--- src/rtl/noc_pkg.sv ---
// noc_pkg: shared types and constants for the NoC filter-delivery path.
//   state_t   : receiver pass state (IDLE, LOAD, DONE, FULL)
//   NOC_DEPTH : default filter scratchpad depth in words
package noc_pkg;

  typedef enum logic [1:0] {
    ST_IDLE = 2'd0,
    ST_LOAD = 2'd1,
    ST_DONE = 2'd2,
    ST_FULL = 2'd3
  } state_t;

  localparam int NOC_DEPTH = 224;

endpackage

--- src/rtl/filter_pos_counter.sv ---
// filter_pos_counter: nested p (fastest) / q / S position counters plus a
// linear word counter. All counters wrap to zero together on the final word.
// Ports:
//   clk, reset        : falling-edge clock, async active-high reset
//   clear, en         : synchronous clear (wins) and advance enable
//   p_lim/q_lim/s_lim : loop extents (each must be non-zero when enabled)
//   p_cnt/q_cnt/s_cnt : current nested position
//   word_cnt          : linear index = s_cnt*p*q + q_cnt*p + p_cnt
//   last              : current position is the final word of the pass
module filter_pos_counter #(
  parameter int P_W    = 5,
  parameter int Q_W    = 3,
  parameter int S_W    = 6,
  parameter int ADDR_W = 8
) (
  input  logic              clk,
  input  logic              reset,
  input  logic              clear,
  input  logic              en,
  input  logic [P_W-1:0]    p_lim,
  input  logic [Q_W-1:0]    q_lim,
  input  logic [S_W-1:0]    s_lim,
  output logic [P_W-1:0]    p_cnt,
  output logic [Q_W-1:0]    q_cnt,
  output logic [S_W-1:0]    s_cnt,
  output logic [ADDR_W-1:0] word_cnt,
  output logic              last
);

  logic [P_W-1:0]    p_cnt_r;
  logic [Q_W-1:0]    q_cnt_r;
  logic [S_W-1:0]    s_cnt_r;
  logic [ADDR_W-1:0] word_cnt_r;
  logic              p_wrap_s;
  logic              q_wrap_s;
  logic              s_wrap_s;

  // Wrap conditions for each loop level
  always_comb begin
    p_wrap_s = (p_cnt_r == (p_lim - P_W'(1)));
    q_wrap_s = (q_cnt_r == (q_lim - Q_W'(1)));
    s_wrap_s = (s_cnt_r == (s_lim - S_W'(1)));
  end

  // Nested counter state; inner loop carries into the next on wrap
  always_ff @(negedge clk or posedge reset) begin
    if (reset) begin
      p_cnt_r    <= '0;
      q_cnt_r    <= '0;
      s_cnt_r    <= '0;
      word_cnt_r <= '0;
    end else if (clear) begin
      p_cnt_r    <= '0;
      q_cnt_r    <= '0;
      s_cnt_r    <= '0;
      word_cnt_r <= '0;
    end else if (en) begin
      if (p_wrap_s) begin
        p_cnt_r <= '0;
        if (q_wrap_s) begin
          q_cnt_r <= '0;
          s_cnt_r <= s_wrap_s ? '0 : (s_cnt_r + S_W'(1));
        end else begin
          q_cnt_r <= q_cnt_r + Q_W'(1);
        end
      end else begin
        p_cnt_r <= p_cnt_r + P_W'(1);
      end
      word_cnt_r <= last ? '0 : (word_cnt_r + ADDR_W'(1));
    end
  end

  assign p_cnt    = p_cnt_r;
  assign q_cnt    = q_cnt_r;
  assign s_cnt    = s_cnt_r;
  assign word_cnt = word_cnt_r;
  assign last     = p_wrap_s && q_wrap_s && s_wrap_s;

endmodule

--- src/rtl/filter_spad_writer.sv ---
// filter_spad_writer: PE-side receiver of the filter multicast stream.
// Keeps words whose row tag equals row_id and writes them linearly into the
// filter scratchpad (p fastest, then q, then S). After a full pass it pulses
// done and holds the contents, back-pressuring matching words until
// pe_release. Non-matching words are always drained so the multicast
// stream is never stalled by a PE that does not want them.
// Ports:
//   clk, reset             : falling-edge clock, async active-high reset
//   start, S, p, q, row_id : pass configuration (start sampled in IDLE)
//   in_valid/in_row/in_col/in_data, in_ready : tagged input stream
//   pe_release             : PE done with spad contents, permits refill
//   spad_we/spad_waddr/spad_wdata : registered scratchpad write port
//   busy, done             : LOAD indicator, end-of-pass pulse
//   col_error, cfg_error   : sticky error flags (cleared by reset only)
module filter_spad_writer
  import noc_pkg::*;
#(
  parameter int DATA_WIDTH = 16,
  parameter int R_WIDTH    = 4,
  parameter int S_WIDTH    = 6,
  parameter int p_WIDTH    = 5,
  parameter int q_WIDTH    = 3,
  parameter int ADDR_WIDTH = 8,
  parameter int DEPTH      = NOC_DEPTH
) (
  input  logic                  clk,
  input  logic                  reset,
  input  logic                  start,
  input  logic [R_WIDTH-1:0]    row_id,
  input  logic [S_WIDTH-1:0]    S,
  input  logic [p_WIDTH-1:0]    p,
  input  logic [q_WIDTH-1:0]    q,
  input  logic                  in_valid,
  input  logic [R_WIDTH-1:0]    in_row,
  input  logic [S_WIDTH-1:0]    in_col,
  input  logic [DATA_WIDTH-1:0] in_data,
  output logic                  in_ready,
  input  logic                  pe_release,
  output logic                  spad_we,
  output logic [ADDR_WIDTH-1:0] spad_waddr,
  output logic [DATA_WIDTH-1:0] spad_wdata,
  output logic                  busy,
  output logic                  done,
  output logic                  col_error,
  output logic                  cfg_error
);

  localparam int TOT_W = p_WIDTH + q_WIDTH + S_WIDTH;

  state_t                  state_crnt_r;
  state_t                  state_next_s;
  logic [S_WIDTH-1:0]      s_cfg_r;
  logic [p_WIDTH-1:0]      p_cfg_r;
  logic [q_WIDTH-1:0]      q_cfg_r;
  logic [TOT_W-1:0]        total_s;
  logic                    cfg_ok_s;
  logic                    start_ok_s;
  logic                    release_s;
  logic                    load_acc_s;
  logic [S_WIDTH-1:0]      s_cnt_s;
  logic [ADDR_WIDTH-1:0]   word_cnt_s;
  logic                    last_s;
  logic                    spad_we_r;
  logic [ADDR_WIDTH-1:0]   spad_waddr_r;
  logic [DATA_WIDTH-1:0]   spad_wdata_r;
  logic                    done_r;
  logic                    col_error_r;
  logic                    cfg_error_r;

  // Pass size check and control strobes
  always_comb begin
    total_s    = TOT_W'(p) * TOT_W'(q) * TOT_W'(S);
    cfg_ok_s   = (total_s != TOT_W'(0)) && (total_s <= TOT_W'(DEPTH));
    start_ok_s = (state_crnt_r == ST_IDLE) && start && cfg_ok_s;
    release_s  = (state_crnt_r == ST_FULL) && pe_release;
    // in LOAD every word is accepted, so a matching valid word is a write
    load_acc_s = (state_crnt_r == ST_LOAD) && in_valid && (in_row == row_id);
  end

  filter_pos_counter #(
    .P_W    (p_WIDTH),
    .Q_W    (q_WIDTH),
    .S_W    (S_WIDTH),
    .ADDR_W (ADDR_WIDTH)
  ) u_pos (
    .clk      (clk),
    .reset    (reset),
    .clear    (start_ok_s || release_s),
    .en       (load_acc_s),
    .p_lim    (p_cfg_r),
    .q_lim    (q_cfg_r),
    .s_lim    (s_cfg_r),
    .p_cnt    (),
    .q_cnt    (),
    .s_cnt    (s_cnt_s),
    .word_cnt (word_cnt_s),
    .last     (last_s)
  );

  // State register
  always_ff @(negedge clk or posedge reset) begin
    if (reset) begin
      state_crnt_r <= ST_IDLE;
    end else begin
      state_crnt_r <= state_next_s;
    end
  end

  // Next-state logic
  always_comb begin
    state_next_s = state_crnt_r;
    case (state_crnt_r)
      ST_IDLE: begin
        if (start_ok_s) state_next_s = ST_LOAD;
        else            state_next_s = ST_IDLE;
      end
      ST_LOAD: begin
        if (load_acc_s && last_s) state_next_s = ST_DONE;
        else                      state_next_s = ST_LOAD;
      end
      ST_DONE: state_next_s = ST_FULL;
      ST_FULL: begin
        if (release_s) state_next_s = ST_LOAD;
        else           state_next_s = ST_FULL;
      end
      default: state_next_s = ST_IDLE;
    endcase
  end

  // State-decoded outputs; matching words stall while the spad is full
  always_comb begin
    in_ready = 1'b0;
    busy     = 1'b0;
    case (state_crnt_r)
      ST_IDLE: begin
        in_ready = 1'b0;
        busy     = 1'b0;
      end
      ST_LOAD: begin
        in_ready = 1'b1;
        busy     = 1'b1;
      end
      ST_DONE, ST_FULL: begin
        in_ready = (in_row != row_id);
        busy     = 1'b0;
      end
      default: begin
        in_ready = 1'b0;
        busy     = 1'b0;
      end
    endcase
  end

  // Configuration latched on every start seen in IDLE
  always_ff @(negedge clk or posedge reset) begin
    if (reset) begin
      s_cfg_r <= '0;
      p_cfg_r <= '0;
      q_cfg_r <= '0;
    end else if ((state_crnt_r == ST_IDLE) && start) begin
      s_cfg_r <= S;
      p_cfg_r <= p;
      q_cfg_r <= q;
    end
  end

  // Registered write port, done pulse and sticky error flags
  always_ff @(negedge clk or posedge reset) begin
    if (reset) begin
      spad_we_r    <= 1'b0;
      spad_waddr_r <= '0;
      spad_wdata_r <= '0;
      done_r       <= 1'b0;
      col_error_r  <= 1'b0;
      cfg_error_r  <= 1'b0;
    end else begin
      spad_we_r <= load_acc_s;
      // done lands in the DONE cycle together with the final write
      done_r    <= load_acc_s && last_s;
      if (load_acc_s) begin
        spad_waddr_r <= word_cnt_s;
        spad_wdata_r <= in_data;
        // an out-of-sequence column is flagged but still stored
        if (in_col != s_cnt_s) col_error_r <= 1'b1;
      end
      if ((state_crnt_r == ST_IDLE) && start && !cfg_ok_s) cfg_error_r <= 1'b1;
    end
  end

  assign spad_we    = spad_we_r;
  assign spad_waddr = spad_waddr_r;
  assign spad_wdata = spad_wdata_r;
  assign done       = done_r;
  assign col_error  = col_error_r;
  assign cfg_error  = cfg_error_r;

endmodule

--- config.mk ---
export PLATFORM = sky130hd
export DESIGN_NAME = filter_spad_writer
export DESIGN_NICKNAME = d
export VERILOG_FILES = /design/src/rtl/noc_pkg.sv /design/src/rtl/filter_pos_counter.sv /design/src/rtl/filter_spad_writer.sv
export SDC_FILE = /design/constraint.sdc
export NUM_CORES = 1
export LEC_CHECK = 0
export CORE_UTILIZATION = 40
export DETAILED_ROUTE_END_ITERATION = 12
export HOLD_SLACK_MARGIN = 0.12
export PLACE_DENSITY = 0.69
export SLEW_MARGIN = 20
export SYNTH_ARGS = -nofsm -noshare
export SYNTH_HDL_FRONTEND = slang
export SYNTH_SLANG_ARGS = --single-unit
--- constraint.sdc ---
create_clock -name clk -period 2.43 [get_ports clk]
set_clock_uncertainty 0.2 [all_clocks]
set_input_delay 0.243 -clock clk [delete_from_list [all_inputs] [get_ports clk]]
set_output_delay 0.243 -clock clk [all_outputs]
set_load 0.05 [all_outputs]
==> metrics.cfg, run 1 <==
[synth]
synth_area_leaders=dfrtn_1 31%, fa_1 11%, ha_1 8.5%
synth-seq-cells=66
synth_warnings=0
synth_flop_cell=dfrtn_1
synth_edf_count=0
synth_compound_area_share_pct=12.59
yosysSeqAreaShare_pct=31.23
synth-simple-area-share_pct=23.89
synth_fa_ha_area_share_pct=19.49
yosys.area.top_type=dfrtn_1
synth-async-reset-ratio_pct=100.0
netlist_instances=593
synth_cell_type_count=56
muxShareOfSynthArea_pct=2.295
synthXorXnorAreaFrac_pct=5.299
synth_top_family_by_area=simple AND/OR/NAND/NOR gates
netlist_area_um2=5289
synth_top_area_share_pct=31.23
synth_area_per_cell_um2=8.919
syn_nets=707

[global_route]
antenna_found_initial=0
grt_pass1_vias=5386
grt_max_degree=42
grt_overflow=0
grt_pass1_wl_um=25300
track_usage_pct=23.95

[routing]
route.met2.wl_um=8180
wl_met1_um=6553
top_layer=met4
first_pass_iters=5
vias=5169
wl_per_cell_um=16.43
wl_met3_um=674
final_antenna_net_count=0
post-route-drc-count=0
dr.first_iter.drc_count=367
vias_per_cell=5.373
drt-total-wl_um=15810

[run_status]
status=complete, but fails checks
violations=negative setup slack

[clock_network]
clk_pin_slew_ns=0.05
root_buffer=clkbuf_16
cts_made_buffers=9
cts.path.max_buffers=2
cts_num_sinks=66
insertion_delay_ns=0.34
cts_max_level=3
cts_tree=done

[hold_path]
min_path_type=flip-flop to flip-flop

[cells_and_area]
final_area_um2=8373
drive_gt1_share_pct=33.92
n_antenna_cell=0
fillers=941
synthToLayoutAreaGrowth_pct=58.32
num-nets-final=899

[placed_design]
pre_cts_ws_ns=-5.391
place.port_buffers=78
hpwl_um=10700
routabilityCongestion=0.8273
placed_area_um2=7377

[setup_path]
cp-end-kind=flip-flop
critPathLaunchType=input pin
cp_common_cell=fa_1
crit_type=input pin to flip-flop
worstPathRequired_ns=1.18
cp_max_fo=6
critPathSlowestCell=fa_1
slowest_delay_ns=0.55
arrival_ns=5.70

[timing]
hold_viol=0
setup_tns_ns=-126.18
rsz0062_at_grt=true
fin_ws_ns=-4.518
relSlewSlack_pct=72.96
finalSetupViolations=82
tightestPinTransition_ns=0.4056
slew_violations=0

[power]
p_leak_nw=3.985
powerDensity_nw_per_um2=1072
peakVddDrop_mv=0.6998

[job]
max_cap_viol_count=0

[floorplan]
start_util_pct=41.40
dieWidth_um=117.0
rows=41
coreArea_um2=12770
ios=79
die_area_um2=13690
die_y_um=117.0

cell families after synthesis:
logic type      Yosys count
flops                    66
mux                      11
buf+inv                  73
xor+xnor                 32
simple gates            248
compound gates           98
fa+ha+maj                65
worst paths after layout:
check / to / start / slack, ns / cells after the start
worst min register to register: spad_wdata[13] / spad_wdata[13] / 0.28 / 2
worst min-delay path: spad_wdata[13] / spad_wdata[13] / 0.28 / 2
worst max register to register: u_pos.s_cnt[4] / p_cfg_r[0] / -0.33 / 9
min in group asynchronous: u_pos.p_cnt[0] / reset / 1.06 / 2
max in group asynchronous: spad_wdata[12] / reset / 0.53 / 3
worst max-delay path: u_pos.s_cnt[4] / p[2] / -4.52 / 26
state kept, by name, indices dropped and copies added (netlist names):
register,cells
done,1
spad_we,1
s_cfg_r,6
u_pos.s_cnt,6
q_cfg_r,3
col_error,1
u_pos.q_cnt,3
state_crnt_r,2
cfg_error,1
u_pos.word_cnt,8
u_pos.p_cnt,5
spad_waddr,8
p_cfg_r,5
spad_wdata,16
routing by layer:
layer	track usage [%]	vias to the layer above
li1	-	2404
met1	28.96	2560
met2	42.88	170
met3	3.399	35
met4	9.705	0
met5	0	-
placed cells by master (no fill, tap or decap), drive strengths merged, types with 11 or more instances in the layout:
| master | count |
|---|---|
| fa | 29 |
| ha | 36 |
| xor2 | 13 |
| dfrtn | 66 |
| nor2b | 11 |
| inv | 54 |
| o21ai | 28 |
| clkdlybuf4s50 | 24 |
| nor3 | 14 |
| and3 | 14 |
| buf | 163 |
| and2 | 37 |
| a21oi | 18 |
| clkbuf | 13 |
| nor2 | 12 |
| a211oi | 11 |
| xnor2 | 19 |
| nand2 | 107 |
| nand3 | 17 |
synthesized netlist by cell type (8+ instances only):
master and n:
nand2_1 106, dfrtn_1 66, inv_1 54, and2_1 37
ha_1 36, fa_1 29, o21ai_0 28, xnor2_1 19
a21oi_1 18, nand3_1 17, clkbuf_1 15, and3_1 14
nor3_1 14, xor2_1 13, nor2_1 12, nor2b_1 11
a211oi_1 10, a21o_1 9, mux2_2 9, nor4_1 8
worst max-delay path, delay by kind of cell:
family	cells	cell delay [ns]
AO/OA/AOI/OAI	7	1.08
XOR/XNOR	1	0.17
adder cells (fa/ha/maj)	7	2.78
buffers and inverters	8	0.76
AND/OR/NAND/NOR	3	0.65
metrics by stage:
stage               instances  power, mW  utilization [%]  hold WS (ns)
finish                    962      8.975            65.55        0.2764
global route              962      9.512            65.55        0.2992
CTS                       952      8.846            64.43        0.2791
detailed placement        912      6.751            57.75        0.2718
global placement          912      6.581            57.75        0.2640
floorplan                 593      4.700                -        0.2235
layout make-up:
cell class              count  area (µm²)  area share [%]
repair buffers            200        2215           26.45
multi-input cells         454        3764           44.95
clock buffers              10       229.0           2.735
flip-flops and latches     66        1652           19.72
inverters                  54       209.0           2.496
clock inverters             6       90.09           1.076
well taps                 172       215.2           2.570
where the power goes:
part	internal (mW)	switching [mW]	leakage (nW)
Combinational	2.97	2.88	2.97
Clock	0.902	0.513	0.153
Sequential	1.43	0.284	0.865
Total	5.30	3.68	3.99
timing repair:
| action | 4_1_cts | 5_1_grt |
|---|---|---|
| hold endpoints to repair | 0 | 0 |
| resized for setup | 142 | 22 |
| setup buffers | 21 | 10 |
| endpoints found under the setup margin | 96 | 84 |
| cloned | 5 | 3 |
| hold buffers | 0 | 0 |
| pin swaps | 55 | 17 |
Power figures use the tool's default switching activity.
==> run 2: changes to the inputs <==
- CORE_UTILIZATION: 40 -> 50
- PLACE_DENSITY: 0.69 -> 0.83
==> run 2 against run 1 <==
  * The run still ends with negative setup slack left
  * Clock-buffer cell count unchanged
  * Die area is 20% lower
  * Utilization up 18 points
  * Sequential cell count unchanged
  * Total power grew 7.4%
  * Sequential share of layout area fell by 0.47 points
  * Cell area up 2.4%
  * Setup slack got worse by 0.33 ns
  * Critical path type unchanged
  * Largest power group unchanged
==> metrics.cfg, run 2 (synthesized netlist as in run 1, its figures left out) <==
[hold_path]
hold_path_depth=2  ; unchanged
min_path_type=flip-flop to flip-flop
hold_start=spad_wdata[5]

[clock_network]
cts_max_level=3  ; unchanged
root_buffer=clkbuf_8
cts_tree=done
clk_pin_slew_ns=0.06  ; about the same
insertion_delay_ns=0.35  ; about the same
cts_made_buffers=9  ; unchanged
cts_num_sinks=66  ; unchanged
cts.path.max_buffers=2  ; unchanged

[job]
max_cap_viol_count=0  ; unchanged

[setup_path]
cp_common_cell=fa_1
critPathLaunchType=input pin
critPathSlowestCell=fa_1
crit_path_start=p[2]
path_cells=buf_2 > and2_4 > fa_1 > ha_2 > inv_2 > fa_2 > buf_4 > xnor2_4 > and2_4 > fa_1 > fa_1 > inv_1 > fa_1 > inv_1 > ha_2 > buf_4 > nand4_1 > and3_1 > nor4_2 > buf_4 > nor4_4 > buf_6 > buf_8 > nor3_2
slowest_delay_ns=0.58  ; +0.03 ns
path_buf_inv=9  ; +1
cp_top_family=adder cells
cp-end-kind=flip-flop
crit_cells=24  ; -7.7%
worstPathRequired_ns=1.28  ; +0.10 ns
r2r-start=q_cfg_r[0]
crit_type=input pin to flip-flop
reg2regPathDepth=9  ; unchanged
cp_max_fo=6  ; unchanged
arrival_ns=6.13  ; +0.43 ns

[timing]
hold_viol=0  ; unchanged
finalSetupViolations=85  ; +3.7%
rsz0062_at_grt=true
setup_tns_ns=-133.48  ; -7.307 ns
relSlewSlack_pct=15.11  ; -58 points
slew_violations=0  ; unchanged
holdWs_ns=0.2874  ; +0.01102 ns
tightestPinTransition_ns=1.264  ; +0.8580 ns
fin_ws_ns=-4.852  ; -0.3341 ns

[global_route]
track_usage_pct=37.60  ; +14 points
grtUsageMet3_pct=8.671  ; +5.3 points
antenna_found_initial=0  ; unchanged
grt_pass1_vias=6239  ; +16%
gr-max-usage-layer=met2
met2_usage_pct=63.15  ; +20 points
grt_pass1_wl_um=32170  ; +27%
use_met1_pct=43.04  ; +14 points
grt_max_degree=26  ; -38%
grt_overflow=0  ; unchanged

[placed_design]
place.port_buffers=78  ; unchanged
hpwl_um=11000  ; +2.8%
placed_area_um2=7292  ; -1.2%
routabilityCongestion=0.9067  ; +9.6%

[power]
powerDensity_nw_per_um2=1125  ; +4.9%
p_leak_nw=4.060  ; +1.9%
peakVddDrop_mv=0.6400  ; -8.5%
finalPower_mw=9.644  ; +7.4%

[floorplan]
rows=37  ; -9.8%
die_y_um=104.8  ; -10%
die_area_um2=10990  ; -20%
start_util_pct=51.46  ; +10 points
coreArea_um2=10280  ; -20%
dieWidth_um=104.8  ; -10%
ios=79  ; unchanged

[cells_and_area]
synthToLayoutAreaGrowth_pct=62.15
final_area_um2=8576  ; +2.4%
final_cell_mix=98 x buf_4, 75 x nand2_1, 66 x dfrtn_1, 44 x inv_1, 39 x buf_12
fillers=449  ; -52%
layout_commonest_cell=buf_4
drive_gt1_share_pct=39.77  ; +5.9 points
largest_register_ffs=16  ; unchanged
n_antenna_cell=0  ; unchanged
num-nets-final=906  ; +0.78%

[run_status]
status=complete, but fails checks
violations=negative setup slack

[routing]
dr.first_iter.drc_count=720  ; +96%
wl_per_cell_um=26.91  ; +64%
vias_per_cell=6.774  ; +26%
post-route-drc-count=0  ; unchanged
final_antenna_net_count=0  ; unchanged
drt-total-wl_um=25100  ; +59%
vias=6320  ; +22%
first_pass_iters=6  ; +1

run 2: cell types whose count changed in the layout (fill, tap and decap cells not counted), sizes merged:
cell | before | now
buf | 163 | 171
clkbuf | 13 | 12
clkdlybuf4s50 | 24 | 23
clkinv | 2 | 1
clkinvlp | 2 | 3
dlygate4sd2 | 7 | 8
run 2: repair_timing:
item	CTS	global route
gates cloned	11	1
resized for setup	136	99
buffers inserted	23	18
hold buffers	0	0
setup endpoints to repair	96	88
pin swaps	43	46
run 2: power by group:
| part | leakage (nW) | switching [mW] | internal, mW |
|---|---|---|---|
| Combinational | 3.09 | 3.57 | 3.16 |
| Clock | 0.109 | 0.498 | 0.608 |
| Sequential | 0.865 | 0.380 | 1.42 |
run 2: worst register-to-register path, delay by kind of cell (launching register included):
kind | cells | cell delay, ns
compound gates | 1 | 0.24
xor+xnor | 2 | 0.33
fa+ha+maj | 1 | 0.22
buf+inv | 2 | 0.35
flops | 1 | 0.45
simple gates | 3 | 1.80
run 2: cell type report:
| class | instances | area [µm²] | share of cell area (%) |
|---|---|---|---|
| clock buffer | 10 | 137.6 | 1.605 |
| clock inverter | 6 | 88.84 | 1.036 |
| inverter | 54 | 209.0 | 2.437 |
| multi-input combinational | 454 | 3946 | 46.02 |
| sequential | 66 | 1652 | 19.26 |
| tap | 136 | 170.2 | 1.984 |
| timing repair buffer | 207 | 2372 | 27.66 |
run 2: final timing paths:
check	slack [ns]	endpoint
min	0.29	spad_wdata[5]
min reg2reg	0.29	spad_wdata[5]
max reg2reg	-1.15	u_pos.s_cnt[0]
max in group asynchronous	0.49	u_pos.p_cnt[3]
max	-4.85	u_pos.q_cnt[1]
min in group asynchronous	1.10	spad_wdata[15]
run 2: layer usage:
layer  routed length [µm]  part of all wire (%)  up-vias
met1                 8070                    32     2980
met4                 2779                    11        0
li1                     -                     -     2415
met2                11330                    45      643
met3                 2925                    12      282
met5                    0                     0        -
run 2: through the flow:
stage | cells | utilization, % | setup slack [ns]
floorplan | 593 | - | -4.473
global placement | 869 | 70.95 | -5.086
detailed placement | 869 | 70.95 | -5.248
CTS | 919 | 79.19 | -4.419
global route | 933 | 83.44 | -4.935
finish | 933 | 83.44 | -4.852
==> run 3: changes to the inputs <==
- CTS_BUF_LIST: not set -> sky130_fd_sc_hd__clkbuf_16
- TNS_END_PERCENT: not set -> 1
==> run 3 against run 2 <==
  * The run still ends with negative setup slack left
  * First-iteration DRC count decreased by 55%
  * Utilization decreased by 6.9 points
  * Global-route usage decreased by 8.5 points
  * Wire length decreased by 38%
  * Clock power increased by 19%
  * Setup slack improved by 0.46 ns
  * Via count decreased by 18%
  * Die area unchanged
  * Final cell count decreased by 3.1%
  * Sequential power decreased by 4%
==> metrics.cfg, run 3 (synthesized netlist as in run 1, its figures left out) <==
[global_route]
track_usage_pct=29.08  ; -8.5 points
antenna_found_initial=0  ; unchanged
grt_overflow=0  ; unchanged
grt_pass1_wl_um=25370  ; -21%
grt_pass1_vias=5510  ; -12%
grt_max_degree=44  ; +69%

[run_status]
violations=negative setup slack
status=complete, but fails checks

[setup_path]
crit_type=input pin to flip-flop
worstPathRequired_ns=1.18  ; -0.10 ns
critPathLaunchType=input pin
cp_top_family=adder cells
cp_max_fo=7  ; +1
cp_common_cell=buf_4
cp-end-kind=flip-flop
critPathSlowestCell=fa_1
slowest_delay_ns=0.53  ; -0.05 ns
path_buf_inv=10  ; +1
arrival_ns=5.57  ; -0.56 ns

[cells_and_area]
layout_commonest_cell=nand2_1
synthToLayoutAreaGrowth_pct=48.66
finish.utilization_pct=76.50  ; -6.9 points
drive_gt1_share_pct=28.91  ; -11 points
final_cell_mix=104 x nand2_1, 93 x buf_4, 66 x dfrtn_1, 47 x inv_1, 37 x clkdlybuf4s50_1
fillers=643  ; +43%
num-nets-final=877  ; -3.2%
final_area_um2=7863  ; -8.3%
largest_register_ffs=16  ; unchanged
n_antenna_cell=0  ; unchanged

[timing]
hold_viol=0  ; unchanged
fin_ws_ns=-4.395  ; +0.4569 ns
finalSetupViolations=82  ; -3.5%
relSlewSlack_pct=68.17  ; +53 points
holdWs_ns=0.2884  ; +0.001021 ns
tightestPinTransition_ns=0.4738  ; -0.7899 ns
rsz0062_at_grt=true
slew_violations=0  ; unchanged

[clock_network]
cts_tree=done
cts.path.max_buffers=2  ; unchanged
cts_max_level=3  ; unchanged
cts_made_buffers=9  ; unchanged
insertion_delay_ns=0.34  ; about the same
ctsHoldBuffers=0  ; unchanged
cts_num_sinks=66  ; unchanged
root_buffer=clkbuf_16
clk_pin_slew_ns=0.04  ; -0.02 ns

[routing]
first_pass_iters=5  ; -1
drt-total-wl_um=15560  ; -38%
vias=5212  ; -18%
post-route-drc-count=0  ; unchanged
final_antenna_net_count=0  ; unchanged
dr.first_iter.drc_count=325  ; -55%
vias_per_cell=5.765  ; -15%
wl_per_cell_um=17.21  ; -36%

[power]
intPower_mw=4.960  ; -4.5%
powerDensity_nw_per_um2=1087  ; -3.3%
p_leak_nw=3.770  ; -7.1%
clock_power_share_pct=15.5  ; +4.0 points
p_sw_share_pct=41.99  ; -4.2 points
pwr-share-comb_pct=64.3  ; -5.5 points
finalPower_mw=8.550  ; -11%
pwr-share-seq_pct=20.2  ; +1.5 points
p_switching_mw=3.590  ; -19%
peakVddDrop_mv=0.6508  ; +1.7%

[hold_path]
min_path_type=flip-flop to flip-flop

[placed_design]
hpwl_um=10860  ; -1.2%
placed_area_um2=7216  ; -1.0%
routabilityCongestion=0.8922  ; -1.6%
place.port_buffers=78  ; unchanged
pre_cts_ws_ns=-5.180  ; +0.06840 ns

[floorplan]
ios=79  ; unchanged
dieWidth_um=104.8  ; unchanged
start_util_pct=51.46  ; unchanged
rows=37  ; unchanged
coreArea_um2=10280  ; unchanged
die_area_um2=10990  ; unchanged
die_y_um=104.8  ; unchanged

[job]
max_cap_viol_count=0  ; unchanged

run 3: changes by cell type in the layout (fill, tap and decap cells not counted), sizes merged, moves of 2 or more:
cell           before  now
clkinvlp            3    1
dlygate4sd2         8    2
buf               171  136
clkdlybuf4s50      23   37
inv                54   56
clkinv              1    3
run 3: tightest hold or removal path: cells and delay by family (launching register included):
family / cells / cell delay, ns
flops: 1 / 0.43
simple gates: 2 / 0.14
run 3: power by group through the flow:
stage,clock (mW),sequential [mW],combinational (mW)
5_1_grt,1.38,1.76,5.92
4_1_cts,1.33,1.73,5.17
6_report,1.32,1.73,5.50
2_1_floorplan,0,2.14,2.44
3_3_place_gp,0,1.71,4.70
3_5_place_dp,0,1.74,4.89
run 3: final cells by class:
type | count | area, µm² | share of cell area (%)
tap | 136 | 170.2 | 2.164
timing repair buffer | 178 | 1886 | 23.98
sequential | 66 | 1652 | 21.01
multi-input combinational | 454 | 3650 | 46.42
clock buffer | 9 | 225.2 | 2.864
clock inverter | 7 | 77.57 | 0.9866
inverter | 54 | 202.7 | 2.578
run 3: path summary, 6_finish.rpt:
path / from / endpoint / slack [ns] / depth (start not counted)
worst max-delay path: p[2] / u_pos.s_cnt[4] / -4.40 / 25
max in group asynchronous: reset / s_cfg_r[2] / 0.52 / 3
worst min-delay path: u_pos.word_cnt[7] / spad_waddr[7] / 0.29 / 2
worst max register to register: s_cfg_r[1] / state_crnt_r[0] / -0.36 / 7
min in group asynchronous: reset / spad_wdata[3] / 1.20 / 3
worst min register to register: u_pos.word_cnt[7] / spad_waddr[7] / 0.29 / 2
run 3: through the flow:
| step | instances | TNS (ns) |
|---|---|---|
| 4_1_cts | 897 | -129.86 |
| 6_report | 904 | -127.80 |
| 5_1_grt | 904 | -137.36 |
| 3_3_place_gp | 873 | -154.64 |
| 2_1_floorplan | 593 | -177.27 |
| 3_5_place_dp | 873 | -162.88 |
run 3: repair_timing:
action,CTS,global route
buffers inserted,7,7
gates cloned,1,0
hold endpoints to repair,0,0
pin swaps,20,30
endpoints found under the setup margin,96,86
gates resized for setup,71,28
run 3: per-layer routing:
metal,track usage (%),up-vias,part of all wire (%)
li1,-,2360,-
met1,33.50,2587,39
met2,53.60,224,53
met3,4.304,41,5.6
met4,12.07,0,2.4
met5,0,-,0
==> RTL edit (config.mk and constraints of run 3) <==
Reset style: synchronous (`reset`), changed in 4 clocked blocks. Comments in the files are not updated.
--- a/src/rtl/filter_pos_counter.sv
+++ b/src/rtl/filter_pos_counter.sv
@@ -45,3 +45,3 @@
   // Nested counter state; inner loop carries into the next on wrap
-  always_ff @(negedge clk or posedge reset) begin
+  always_ff @(negedge clk) begin
     if (reset) begin
--- a/src/rtl/filter_spad_writer.sv
+++ b/src/rtl/filter_spad_writer.sv
@@ -100,3 +100,3 @@
   // State register
-  always_ff @(negedge clk or posedge reset) begin
+  always_ff @(negedge clk) begin
     if (reset) begin
@@ -154,3 +154,3 @@
   // Configuration latched on every start seen in IDLE
-  always_ff @(negedge clk or posedge reset) begin
+  always_ff @(negedge clk) begin
     if (reset) begin
@@ -167,3 +167,3 @@
   // Registered write port, done pulse and sticky error flags
-  always_ff @(negedge clk or posedge reset) begin
+  always_ff @(negedge clk) begin
     if (reset) begin
Formal check against the unedited RTL: differs if reset is asserted again (counterexample within 4 cycles, from zero or initial values and one cycle with reset high); with reset held inactive, the same outputs for 10 cycles.
==> RTL edit against run 3 <==
  * The run still ends with negative setup slack left
  * Sequential cell count is the same
  * Count of clock-buffer cells in the layout is the same
  * Routed wire length grew 25%
  * Non-clock buffer count shrank 17
  * Register-to-register slack gained 0.08 ns
  * Final area shrank 0.48%
  * Total power shrank 16%
  * Critical path depth grew 1
  * Clock power grew 54%
  * Synthesized area shrank 6.1%
  * Die area shrank 6.0%
  * Setup slack lost 0.15 ns
  * Critical endpoint is now cfg_error$_SDFFE_NP0P_
  * Largest cell class unchanged
  * Largest power group unchanged
==> RTL edit: results (changes against run 3) <==
[global_route]
grt_pass1_wl_mm=28.4  ; +12%
grt_usage=0.358  ; +0.0668
grt_pass1_vias=5804  ; +5.3%

[synthesis]
postSynthAreaPerCell_um2=8.39  ; -5.9%
synth_top_flop_cell=dfxtp_1
synth_top_cells_by_count=nand2_1, dfxtp_1, a21oi_1
ys_seq_area_frac=0.266  ; -0.0462
synth_fp_nets=706  ; -0.14%
ys_warn_count=0  ; unchanged
synth_area_leaders=dfxtp_1, fa_1, ha_1
synth_adder_area_share=0.208  ; +0.0127
synth_cell_types=54  ; -3.6%
async_flop_share=0  ; -1.00
yosys.area_share.xor_xnor=0.0874  ; +0.0344
synth_compound_area_frac=0.115  ; -0.0110

[final_layout]
clk_share=0.0720  ; +0.0334
nFillCells=469  ; -27%
signal_buffers=161  ; -9.6%
seq_area_frac=0.176  ; -0.0345
fin_cells=945  ; +4.5%
drive_gt1_frac=0.318  ; +0.0287
buf_share=0.229  ; -0.0104
multi_input_cells=458  ; +0.88%
multi_input_area_share=0.480  ; +0.0160
non_clock_inverter_count=45  ; -17%

[route]
first_pass_iters=7  ; +2
drtIter0Drc=642  ; +98%
wl_per_cell_um=20.6  ; +20%

[sta]
fin_setup_tns_ns=-132.89  ; -5.09 ns
fin_ws_ns=-4.54  ; -0.148 ns
slew_headroom=0.626  ; -0.0552
setup_violations=82  ; unchanged

[power_and_ir_drop]
powerSeq_mw=1.21  ; -30%
p_leak_nw=3.59  ; -4.7%
pg_comb_mw=3.90  ; -29%
p_int_mw=4.20  ; -15%
switching_share=0.412  ; -0.00800
vdd_drop_max_v=0.000527  ; -19%

[placed_design]
gp_congestion=0.867  ; -2.9%
dpl.hpwl_mm=9.97  ; -8.2%
dp_slack_ns=-5.28  ; -0.0988 ns
dpl_cell_area_um2=6670  ; -7.5%

[setup_path]
slowest_delay_ns=0.55  ; +0.02 ns
cp_max_fo=4  ; -3
cp.arrival_ns=5.81  ; +0.24 ns
worstRegToRegCells=9  ; +2

[status]
outcome=finished with violations
violations=negative setup slack

[clock_network]
cts_setup_buffers=12  ; +5
clock_latency_ns=0.44  ; +0.10 ns
cts_resized=128  ; +80%

[floorplan]
die_w_um=102  ; -3.0%

==> RTL edit: cell count changes after synthesis, sizes merged, moves of 10 or more <==
cell | run 3 | this run
a21oi | 18 | 55
dfrtn | 66 | 0
dfxtp | 0 | 66
nand2 | 107 | 117
o21ai | 28 | 7
==> RTL edit: worst paths after layout <==
kind,startpoint,slack (ns),end
max reg2reg,q_cfg_r[0]$_SDFFE_NP0P_,-0.28,u_pos.s_cnt[4]$_SDFFE_NP0P_
min reg2reg,spad_wdata[3]$_SDFFE_NP0P_,0.28,spad_wdata[3]$_SDFFE_NP0P_
min,spad_wdata[3]$_SDFFE_NP0P_,0.28,spad_wdata[3]$_SDFFE_NP0P_
max,q[2],-4.54,cfg_error$_SDFFE_NP0P_
==> RTL edit: metal layers <==
metal	track usage	wire (um)	vias up
li1	-	-	2402
met1	0.402	7120	2696
met2	0.589	9610	409
met3	0.114	1600	129
met4	0.222	1180	0
met5	0	0	-
